**src/rtl/sram_bus_arbiter_pkg.sv**
```systemverilog
// Shared types and widths for the two-master SRAM-like bus arbiter.
package sram_bus_arbiter_pkg;

  localparam int unsigned REG_BUS_W = 32;
  localparam int unsigned SEL_W     = 4;

  typedef enum logic [1:0] {
    ARB_IDLE = 2'd0,
    ARB_ADDR = 2'd1,
    ARB_DATA = 2'd2
  } arb_state_e;

  typedef enum logic {
    GRANT_INST = 1'b0,
    GRANT_DATA = 1'b1
  } grant_e;

  // Command captured from the winning master and replayed to the slave.
  typedef struct packed {
    logic                 wr;
    logic [SEL_W-1:0]     select;
    logic [REG_BUS_W-1:0] addr;
    logic [REG_BUS_W-1:0] wdata;
  } bus_cmd_t;

endpackage

```
**src/rtl/sram_bus_arbiter_grant_pick.sv**
```systemverilog
// Combinational winner selection between the instruction and data masters.
module bus_grant_pick
  import sram_bus_arbiter_pkg::*;
#(
  parameter bit ROUND_ROBIN = 1'b0
) (
  input  logic   inst_req,
  input  logic   data_req,
  input  grant_e rr_last,
  output logic   valid,
  output grant_e grant
);

  // Data wins by default; on a tie in round-robin mode the last winner yields.
  always_comb begin
    valid = inst_req | data_req;
    grant = GRANT_DATA;
    if (inst_req && !data_req) begin
      grant = GRANT_INST;
    end else if (inst_req && data_req && ROUND_ROBIN) begin
      grant = (rr_last == GRANT_DATA) ? GRANT_INST : GRANT_DATA;
    end
  end

endmodule

```
**src/rtl/sram_bus_arbiter.sv**
```systemverilog
// Shares one SRAM-like slave port between the instruction and data masters,
// one transaction at a time, with registered slave-side command outputs.
module sram_bus_arbiter
  import sram_bus_arbiter_pkg::*;
#(
  parameter int unsigned ROUND_ROBIN = 0
) (
  input  logic                 clk,
  input  logic                 rst,
  input  logic                 inst_req,
  input  logic                 inst_wr,
  input  logic [SEL_W-1:0]     inst_select,
  input  logic [REG_BUS_W-1:0] inst_addr,
  input  logic [REG_BUS_W-1:0] inst_wdata,
  output logic                 inst_addr_ok,
  output logic                 inst_data_ok,
  output logic [REG_BUS_W-1:0] inst_rdata,
  input  logic                 data_req,
  input  logic                 data_wr,
  input  logic [SEL_W-1:0]     data_select,
  input  logic [REG_BUS_W-1:0] data_addr,
  input  logic [REG_BUS_W-1:0] data_wdata,
  output logic                 data_addr_ok,
  output logic                 data_data_ok,
  output logic [REG_BUS_W-1:0] data_rdata,
  output logic                 req,
  output logic                 wr,
  output logic [SEL_W-1:0]     select,
  output logic [REG_BUS_W-1:0] addr,
  output logic [REG_BUS_W-1:0] wdata,
  input  logic                 addr_ok,
  input  logic                 data_ok,
  input  logic [REG_BUS_W-1:0] rdata
);

  arb_state_e state_q, state_d;
  grant_e     grant_q, grant_d;
  grant_e     rr_last_q, rr_last_d;
  bus_cmd_t   cmd_q, cmd_d;
  logic       req_q, req_d;

  logic       pick_valid;
  grant_e     pick_grant;
  bus_cmd_t   inst_cmd, data_cmd;

  assign inst_cmd = '{wr: inst_wr, select: inst_select, addr: inst_addr, wdata: inst_wdata};
  assign data_cmd = '{wr: data_wr, select: data_select, addr: data_addr, wdata: data_wdata};

  bus_grant_pick #(
    .ROUND_ROBIN (ROUND_ROBIN != 0)
  ) u_pick (
    .inst_req (inst_req),
    .data_req (data_req),
    .rr_last  (rr_last_q),
    .valid    (pick_valid),
    .grant    (pick_grant)
  );

  // Next state, next grant and next slave command.
  always_comb begin
    state_d   = state_q;
    grant_d   = grant_q;
    rr_last_d = rr_last_q;
    cmd_d     = cmd_q;
    req_d     = 1'b0;
    unique case (state_q)
      ARB_IDLE: begin
        if (pick_valid) begin
          grant_d   = pick_grant;
          rr_last_d = pick_grant;
          cmd_d     = (pick_grant == GRANT_DATA) ? data_cmd : inst_cmd;
          req_d     = 1'b1;
          state_d   = ARB_ADDR;
        end
      end
      ARB_ADDR: begin
        req_d = 1'b1;
        if (addr_ok) begin
          req_d   = 1'b0;
          state_d = data_ok ? ARB_IDLE : ARB_DATA;
        end
      end
      ARB_DATA: begin
        if (data_ok) state_d = ARB_IDLE;
      end
      default: state_d = ARB_IDLE;
    endcase
  end

  // State and registered slave-side outputs; reset abandons any transaction.
  always_ff @(posedge clk or negedge rst) begin
    if (!rst) begin
      state_q   <= ARB_IDLE;
      grant_q   <= GRANT_INST;
      rr_last_q <= GRANT_INST;
      cmd_q     <= '0;
      req_q     <= 1'b0;
    end else begin
      state_q   <= state_d;
      grant_q   <= grant_d;
      rr_last_q <= rr_last_d;
      cmd_q     <= cmd_d;
      req_q     <= req_d;
    end
  end

  assign req    = req_q;
  assign wr     = cmd_q.wr;
  assign select = cmd_q.select;
  assign addr   = cmd_q.addr;
  assign wdata  = cmd_q.wdata;

  logic in_addr, busy;
  assign in_addr = (state_q == ARB_ADDR);
  assign busy    = (state_q != ARB_IDLE);

  // Route slave handshakes to the granted master only, with no added latency.
  assign inst_addr_ok = in_addr && (grant_q == GRANT_INST) && addr_ok;
  assign data_addr_ok = in_addr && (grant_q == GRANT_DATA) && addr_ok;
  assign inst_data_ok = busy && (grant_q == GRANT_INST) && data_ok;
  assign data_data_ok = busy && (grant_q == GRANT_DATA) && data_ok;
  assign inst_rdata   = rdata;
  assign data_rdata   = rdata;

endmodule
```
**config.mk**
```make
export PLATFORM = sky130hd
export DESIGN_NAME = sram_bus_arbiter
export DESIGN_NICKNAME = d
export VERILOG_FILES = /design/src/rtl/sram_bus_arbiter_pkg.sv /design/src/rtl/sram_bus_arbiter_grant_pick.sv /design/src/rtl/sram_bus_arbiter.sv
export SDC_FILE = /design/constraint.sdc
export NUM_CORES = 1
export LEC_CHECK = 0
export BUFFER_PORTS_ARGS = -buffer_cell sky130_fd_sc_hd__buf_2
export CAP_MARGIN = 10
export CORE_AREA = 2 2 123 125
export CTS_CLUSTER_SIZE = 8
export DETAILED_ROUTE_END_ITERATION = 8
export DIE_AREA = 0 0 125 127
export PLACE_DENSITY = 0.66
export SETUP_SLACK_MARGIN = 0.2
export SYNTH_ARGS = -nofsm -noshare
export SYNTH_HDL_FRONTEND = slang
export SYNTH_SLANG_ARGS = --single-unit
```
**constraint.sdc**
```tcl
create_clock -name clk -period 2.2 [get_ports clk]
set_input_delay 0.44 -clock clk [delete_from_list [all_inputs] [get_ports clk]]
set_output_delay 0.44 -clock clk [all_outputs]
set_load 0.02 [all_outputs]
```
---- Word-level counts from Yosys, hierarchy flattened ----
Cells that the tools add are included.
word-level totals
  register bits after elaboration ......... 73
  bits of input ports ..................... 176
  output and inout bits ................... 138
  word-level logic and storage cells ...... 38
operators by class
  eq/ne operators ......................... 5
  mux-type cells .......................... 10
  bitwise operators ....................... 2
  reductions and logical operators ........ 14
operators by type and width
  operator            count
  $mux 69             1
  $logic_and 1x1->1   9
  $mux 2              4
  $ne 2x2->1 const B  3
  $pmux 2 s3          1
  $mux 1              3
  $reduce_and 3->1    1
  $eq 2x1->1 const B  1
  $eq 2x2->1 const B  1
  $logic_not 2->1     1
  $pmux 1 s2          1
  $reduce_and 2->1    1
  $reduce_bool 2->1   1
  $logic_not 1->1     1
  $not 1->1           1
  $or 1x1->1          1

---- Longest topological paths before layout ----
Gate-level depths: netlist of run 1.
  word-level depth ........................ 3
  gate-level depth with buffers ........... 6
  depth with buffers taken out ............ 3

---- Hierarchy ----
A second synthesis of run 1 with hierarchy kept.
unflattened totals
  cell total of the unflattened synthesis .. 306
  area, all modules ....................... 4082.7 µm²
by module, submodules not included
  module            times used  cells each  area an instance (µm²)  sequential area each (µm²)
  sram_bus_arbiter  1           304         4070.2                  1826.8
  bus_grant_pick    1           2           12.5                    0.0

---- Worst setup path before layout of run 1 ----
No wires, ideal clock.
  path type ............................... input -> register
  start ................................... input port data_req
  end ..................................... register cmd_q, in the netlist wdata[29]
  setup time .............................. 125 ps
  arrival ................................. 1499 ps
  required time ........................... 2075 ps
  setup slack ............................. 576 ps
  stages on the path ...................... 6
  path buffers ............................ 3
  cell sequence ........................... nand2b_1 > buf_6 > buf_6 > buf_8 > mux2_4 > mux2_4
on the way
  longest elaborated chain between the ends .. 3
  elaborated cells on any way between the ends .. 5
  classes of those cells .................. mux: 1; bitwise: 1; reduce/logical: 3
RTL lines
  element                 line                               RTL
  start: declaration      sram_bus_arbiter.sv:18             input logic data_req,
  $logic_not 1->1         sram_bus_arbiter_grant_pick.sv:18  if (inst_req && !data_req) begin
  $logic_and 1x1->1       sram_bus_arbiter_grant_pick.sv:18
  $mux 69                 sram_bus_arbiter.sv:71             cmd_d = (pick_grant == GRANT_DATA) ? data_cmd : inst_cmd;
  end signal: assignment  sram_bus_arbiter.sv:102            cmd_q <= cmd_d;
  end: declaration        sram_bus_arbiter.sv:39             bus_cmd_t cmd_q, cmd_d;
Parallel ways exist; a longest one is shown, timed or not.
A chain may end at the register's enable or synchronous reset.

---- Worst setup path in the final report of run 1 ----
  start ................................... register state_q[1]
  end ..................................... output port inst_data_ok
on the way
  longest elaborated chain between the ends .. 3
RTL lines
  element                         line                     RTL
  start: declaration              sram_bus_arbiter.sv:36   arb_state_e state_q, state_d;
  start signal: assignment        sram_bus_arbiter.sv:99   state_q <= state_d;
  $reduce_bool 2->1               sram_bus_arbiter.sv:115  assign busy = (state_q != ARB_IDLE);
  $logic_and 1x1->1 (2 in a row)  sram_bus_arbiter.sv:120  assign inst_data_ok = busy && (grant_q == GRANT_INST) && data_ok;
  end: declaration                sram_bus_arbiter.sv:16   output logic inst_data_ok,
Every way passes these cells.

==> flow_results.org, run 1 <==
** Yosys
- Cell area after synthesis :: 0.00414 mm2
- Share of synthesized registers carrying an async set or reset :: 100%
- Predominant post-synthesis flop cell :: sky130_fd_sc_hd__dfrtp_1
- Synthesized net count :: 483
- Fraction of the yosys area taken by sequential cells :: 44.1%
- The synthesized netlist devotes 0% of its cell area to XOR and XNOR gates.
- Proportion of synthesized area in mux cells :: 39.4%
- Synth Area per Inst :: 13.5 um2
- Synthesis inferred 73 register bits.
- Number of cells produced by synthesis :: 307
- The synthesized netlist devotes 0% of its cell area to adder and majority cells.
- Synthesized-area fraction occupied by ao, oa, aoi and oai cells :: 0.514%
- Number of warnings reported in the yosys synthesis log :: 0
- Synthesis instantiated 17 different standard cells from the library.
- By area, the combinational part of the netlist is dominated by multiplexers.
- In this run the biggest area consumer among cell types represents 44.1% of the synthesized area.
- After synthesis, the cell types taking the most area are sky130_fd_sc_hd__dfrtp_1, sky130_fd_sc_hd__mux2_2, sky130_fd_sc_hd__buf_4.
- Area leader, netlist :: sky130_fd_sc_hd__dfrtp_1
- Area share of and/or/nand/nor cells after synthesis :: 1.69%
- Number of enable-type register cells in the synthesized netlist :: 0

** Worst setup path
- Setup slack on the worst reg-to-reg path comes out at 560 ps.
- Number of cell instances on the worst register-to-register path :: 4
- Data on the critical path is required at its endpoint by 1760 ps.
- Crit-path max FO :: 4
- In this run the critical register-to-register path is captured at addr[19].
- The critical path is of the reg -> out type.
- CP endpoint kind :: output pin
- The worst setup path is launched from a register.
- Data arrival time of the worst path :: 1380 ps
- The worst register-to-register path begins at state_q[1].

** Route
- In the final routed layout, each cell accounts on average for 16.2 um.
- Post-Route WL :: 10600 um
- In this run, the number of DRC markers left after iteration 0 of detailed routing was 72.
- The detailed router used layers up to and including met4.
- Vias :: 2880
- Post-route met1 wirelength :: 3610 um
- Dividing the detail-routed via count by the number of cells gives 4.42.
- Met3 Wirelength :: 1090 um
- In the routed design, unresolved DRC markers number 0.
- Before antenna repair, the detailed router went through 4 iterations.
- Summed over all nets, wire length on met2 after detailed routing comes to 5650 um.
- Antenna-violating nets left :: 0

** Global routing
- Total global-route track usage :: 13.0%
- The number of global-route vias before repair was 3073.
- Global-route wire length before repair :: 15900 um
- Largest net degree at the start of global routing :: 44
- Summed over all layers, the global routing overflow is 0.
- Number of antenna violations at the first check in global routing :: 0

** Floorplan
- The initial utilization of the core area, before any placement, comes to 28.7%.
- Ports placed on the boundary :: 314
- The floorplan step defined a die boundary enclosing 0.0159 mm2.
- Placeable core area :: 0.0144 mm2
- # rows :: 44
- In this run the horizontal extent of the chip is 125 um.
- Die height :: 127 um

** STA
- The worst path uses 82.9% of the clock period.
- For the pin with the worst max-slew slack, the measured transition is 439 ps.
- The number of hold violations in the final report came to 0.
- Based on the critical path, the design can be clocked at up to 0.549 GHz.
- After layout, the minimum clock period comes to 1820 ps.
- Unrepaired setup endpoints after global routing :: false
- For the final routed database, the setup TNS stands at 0 ps.
- Setup violations remaining at the end of the flow were counted as 0.
- In the post-route analysis, the smallest setup slack over all paths is 377 ps.
- Clock tree skew after final layout :: 3.67 ps
- Measured against its own limit, the worst slew margin works out to 70.8%.
- The number of max-slew violations in the final report is 0.

** Final layout
- Utilization of the core after routing :: 36.9%
- Fraction of final layout cells with drive strength greater than 1 :: 81.6%
- Count of filler cells inserted in the layout :: 1431
- Combined area of the multi-input logic cells :: 0.00174 mm2
- The area growth from synthesis to layout is 28.5%.
- Number of diodes :: 0
- The net count of the finished layout is 638.
- Leaving out fill and tap cells, the most frequent cells in the layout are sky130_fd_sc_hd__buf_2, sky130_fd_sc_hd__mux2_2, sky130_fd_sc_hd__dfrtp_1.
- Total area of sequential cells :: 0.00183 mm2
- Once layout is done, the placed cells without fillers occupy 0.00532 mm2.
- Most common cell after layout, fill and taps aside :: sky130_fd_sc_hd__buf_2

** Min path
- Type of the most critical hold path :: in -> async

** Clocking
- Num CTS Buffers :: 9
- Post-cts gate resize count :: 0
- Clock latency on the worst-skew pair :: 340 ps
- Once the clock tree was built, the setup fixing pass inserted 0 buffers.
- Count of hold-fix buffers inserted at cts :: 0
- Post-CTS clock slew at the launch and capture registers of the worst setup and hold paths :: 60 ps
- # H-tree levels :: 3
- The tree is rooted in a sky130_fd_sc_hd__clkbuf_16.
- CTS sink count :: 73
- Clock tree from TritonCTS :: done
- The clock passes through at most 2 buffers.

** Placed design
- Summing all placed instances gives a cell area of 0.00500 mm2.
- GP Congestion :: 0.781
- Number of buffer cells added on primary ports :: 217
- Before CTS, the worst setup slack after placement is 471 ps.
- Detailed placement ended at an HPWL of 8300 um.

** Job
- Max-Cap Viols :: 0

** Power and ir drop
- Power density over the cells :: 1370 mW/mm2
- Worst IR drop on VDD :: 0.000617 V
- Static Leakage :: 2.60 nW

** Status
- Result of the run :: finished clean
-- cells by family (layout without fill, tap and decap cells) --
logic type	count (synthesis)	after routing
AO/OA/AOI/OAI	3	3
buffers and inverters	81	241
AND/OR/NAND/NOR	12	12
multiplexers	138	138
flip-flops	73	73
-- worst max-delay path, cell delays in order (launching register included) --
cell and delay (ps):
sky130_fd_sc_hd__dfrtp_1 380, sky130_fd_sc_hd__nor2_1 90, sky130_fd_sc_hd__buf_4 150, sky130_fd_sc_hd__nor3b_1 210, sky130_fd_sc_hd__buf_2 230
-- metal layers --
layer	up-vias	GRT usage, %
li1	1315	-
met1	1365	12.5
met2	179	24.2
met3	21	5.57
met4	0	5.42
met5	-	0.619
-- cell type report --
class,count,share of cell area (%)
clock inverter,6,1.72
timing repair buffer,224,22.6
sequential,73,34.3
clock buffer,10,4.30
tap,184,4.33
inverter,1,0.0706
multi-input combinational,153,32.6
-- cell usage after synthesis, types with 2 or more instances --
library cell / number
sky130_fd_sc_hd__nor2_1: 3
sky130_fd_sc_hd__mux2_4: 20
sky130_fd_sc_hd__buf_4: 66
sky130_fd_sc_hd__dfrtp_1: 73
sky130_fd_sc_hd__nand2b_1: 2
sky130_fd_sc_hd__nor3b_1: 3
sky130_fd_sc_hd__buf_6: 2
sky130_fd_sc_hd__buf_2: 11
sky130_fd_sc_hd__or2_2: 2
sky130_fd_sc_hd__mux2_2: 118
-- report_power, final --
part / leakage, nW / switching [mW] / internal [mW]
clock network: 0.145 / 0.575 / 0.996
registers: 0.853 / 0.366 / 2.04
logic: 1.60 / 1.75 / 1.55
-- state kept, by name (all words and copies together), names as in the netlist --
register	cells
addr	32
wdata	32
select	4
state_q	2
grant_q	1
req	1
wr	1
-- metrics by stage --
stage / total power [mW] / hold slack [ps] / cells
4_1_cts: 7.43 / 49.6 / 651
3_3_place_gp: 5.72 / 425 / 635
2_1_floorplan: 4.71 / 144 / 307
6_report: 7.27 / 38.0 / 651
3_5_place_dp: 5.79 / 418 / 635
5_1_grt: 7.71 / 72.5 / 651
-- worst max-delay path by stage --
stage               startpoint            to
global route        state_q[0]  data_data_ok
CTS                 state_q[1]  inst_data_ok
finish              state_q[1]  inst_data_ok
detailed placement    data_req     wdata[10]
global placement      data_req     select[1]
floorplan             data_req     wdata[29]
Power figures use the tool's default switching activity.
==> run 2: changes to the inputs <==
Clock period 2.2 ns to 1.77 ns, I/O delays scaled along.
==> flow_results.org, run 2 (same netlist as run 1, synthesis figures left out) <==
** Global routing
- The wire length of the first global-routing pass is 16400 um (was 15900 um).
- GRT Residual Overflow :: 0 (unchanged)
- Largest net degree at the start of global routing :: 74 (was 44)
- The number of global-route vias before repair came to 3097 (was 3073).
- The number of antenna violations at the first check in global routing was 0 (unchanged).
- The global routing usage summed across all routing layers is 13.4% (was 13.0%).

** Final layout
- Fraction of final layout cells with drive strength greater than 1 :: 83.1% (was 81.6%)
- Most common cell after layout, fill and taps aside :: sky130_fd_sc_hd__buf_2 (unchanged)
- P&R area growth vs syn :: 37.8% (was 28.5%)
- Leading cell types in the layout, fill and taps excluded :: sky130_fd_sc_hd__buf_2, sky130_fd_sc_hd__mux2_2, sky130_fd_sc_hd__dfrtp_1 (unchanged)
- Final net count :: 650 (was 638)
- Number of diodes :: 0 (unchanged)

** Job
- The number of max-cap violations came to 0 (unchanged).

** STA
- Max-slew violations :: 0 (unchanged)
- Worst-case headroom to the max-slew limit :: 73.6% (was 70.8%)
- Clock tree skew after final layout :: 4.43 ps (was 3.67 ps)
- The total negative slack for setup checks was 0 ps (unchanged).
- The number of hold violations in the final report was 0 (unchanged).
- Final critical-path setup slack :: 183 ps (was 377 ps)
- Final Cycle Share :: 89.7%
- Unrepaired setup endpoints after global routing :: true (was false)
- Setup violations, final :: 0 (unchanged)
- Based on the critical path, the design can be clocked at up to 0.630 GHz.
- The worst-margin pin slew came to 396 ps (was 439 ps).
- Post-route minimum period :: 1590 ps

** Power and ir drop
- Net switching share of the total power :: 35.4% (was 37.0%)
- The logic gate share of total power came to 49.5% (was 45.4%).
- Sequential fraction of design power :: 29.8% (was 33.0%)
- Power density over the cells :: 1770 mW/mm2 (was 1370 mW/mm2)
- Worst IR drop on VDD :: 0.000773 V (was 0.000617 V)
- The leakage dissipation was 2.86 nW (was 2.60 nW).
- The reported net switching power came to 3.58 mW (was 2.69 mW).
- The cell-internal power is 6.53 mW (was 4.58 mW).
- The clock power share is 20.7% (was 21.6%).

** Floorplan
- The cell row count was 44 (unchanged).
- The width of the chip was 125 um (unchanged).
- The chip height is 127 um (unchanged).
- Placeable core area :: 0.0144 mm2 (unchanged)
- The total I/O pin count was 314 (unchanged).
- The die footprint came to 0.0159 mm2 (unchanged).
- The starting density of the core is 28.7% (unchanged).

** Worst setup path
- CP Class :: reg -> out (unchanged)
- Crit-path max FO :: 4 (unchanged)
- The worst reg-to-reg setup slack was 190 ps (was 560 ps).
- The source of the worst register-to-register timing path was state_q[0] (was state_q[1]).
- CP endpoint kind :: output pin (unchanged)
- The startpoint class of the critical path is a register (unchanged).
- The required time at the endpoint of the critical path came to 1420 ps (was 1760 ps).
- The terminus of the critical flop-to-flop path was addr[8] (was addr[19]).
- The arrival time reported for the critical path endpoint is 1230 ps (was 1380 ps).
- Number of cell instances on the worst register-to-register path :: 5 (was 4)

** Clocking
- Post-CTS clock slew at the launch and capture registers of the worst setup and hold paths :: 60 ps (about the same)
- Clock latency on the worst-skew pair :: 330 ps (was 340 ps)
- The root buffer selected by CTS is sky130_fd_sc_hd__clkbuf_16 (unchanged).
- The maximum level of the CTS H-tree was 3 (unchanged).
- The clock tree from TritonCTS was done (unchanged).
- Count of hold-fix buffers inserted at cts :: 0 (unchanged)
- Maximum clock path buffer count :: 2 (unchanged)
- The CTS sink count was 73 (unchanged).
- The number of CTS-inserted buffers was 9 (unchanged).

** Route
- Starting DRC count in detailed routing :: 65 (was 72)
- The routed wirelength normalized by instance count is 17.0 um (was 16.2 um).
- DR DRC count :: 0 (unchanged)
- The number of vias per cell is 4.48 (was 4.42).
- Count of TritonRoute iterations in the first routing pass :: 3 (was 4)
- Post-Route WL :: 11300 um (was 10600 um)
- The total number of vias was 2965 (was 2880).
- The number of nets still failing antenna checks after routing came to 0 (unchanged).

** Status
- Result of the run :: finished clean (unchanged)

** Placed design
- The worst slack at placement was 123 ps (was 471 ps).
- DP HPWL :: 8130 um (was 8300 um)
- The count of buffers inserted at the top-level ports is 217 (unchanged).
- The final weighted congestion in routability-driven placement was 0.739 (was 0.781).

** Min path
- Type of the most critical hold path :: in -> async (unchanged)
## run 2: cell count changes in the layout (fill, tap and decap cells not counted), moves of 3 or more
cell                         before  now
sky130_fd_sc_hd__buf_2          216  212
sky130_fd_sc_hd__buf_4            3    8
sky130_fd_sc_hd__buf_6            0    4
sky130_fd_sc_hd__buf_8            0    3
sky130_fd_sc_hd__clkinvlp_4       3    0
sky130_fd_sc_hd__mux2_2         118   85
sky130_fd_sc_hd__mux2_4          20   53
## run 2: metal layers
layer / GRT usage, % / part of all wire (%) / vias to the layer above
met2: 24.7 / 53 / 180
met5: 0.619 / 0 / -
met1: 13.4 / 35 / 1424
met3: 4.44 / 9.0 / 23
met4: 6.73 / 2.5 / 0
li1: - / - / 1338
## run 2: layout make-up
type,instances,area (um2)
Timing Repair Buffer,236,1420
Sequential cell,73,1830
Tap cell,184,230
Fill cell,1395,8720
Multi-Input combinational cell,153,1880
Inverter,1,3.75
Clock inverter,5,104
Clock buffer,10,239
## run 2: how the worst max path moves through the flow
stage	from	to	slack, ps	depth (start not counted)
after global placement	data_req	wdata[6]	140	5
after global routing	state_q[1]	data_addr_ok	100	3
final	state_q[0]	inst_data_ok	180	4
after floorplan	state_q[1]	addr[10]	210	5
after CTS	state_q[0]	inst_data_ok	130	4
after detailed placement	data_req	wdata[9]	120	5
## run 2: power groups by stage
stage	sequential, mW	clock, mW	combinational (mW)
floorplan	3.99	0	1.87
global placement	2.97	0	4.13
detailed placement	3.00	0	4.20
CTS	3.01	2.17	4.54
global route	3.14	2.22	5.31
finish	3.01	2.10	5.01
## run 2: critical path, cell delays in order (launching register included)
cell	delay, ps
sky130_fd_sc_hd__dfrtp_1	380
sky130_fd_sc_hd__nor2_2	60
sky130_fd_sc_hd__buf_6	120
sky130_fd_sc_hd__nor3b_4	180
sky130_fd_sc_hd__buf_6	150
## run 2: through the flow
stage / cell area [um2] / power [mW] / hold slack (ps) / util [%] / instances
2_1_floorplan: 4140 / 5.86 / 58.4 / - / 307
3_3_place_gp: 5000 / 7.11 / 403 / 34.7 / 635
3_5_place_dp: 5000 / 7.20 / 406 / 34.7 / 635
4_1_cts: 5490 / 9.72 / 36.5 / 38.0 / 659
5_1_grt: 5700 / 10.7 / 53.8 / 39.5 / 662
6_report: 5700 / 10.1 / 32.1 / 39.5 / 662
## run 2: what timing repair did
item                       CTS  global route
setup endpoints to repair   15            73
buffers inserted             7             0
cloned                       2             3
hold endpoints to repair     0             0
pin swaps                    4             2
resized for setup           10            42
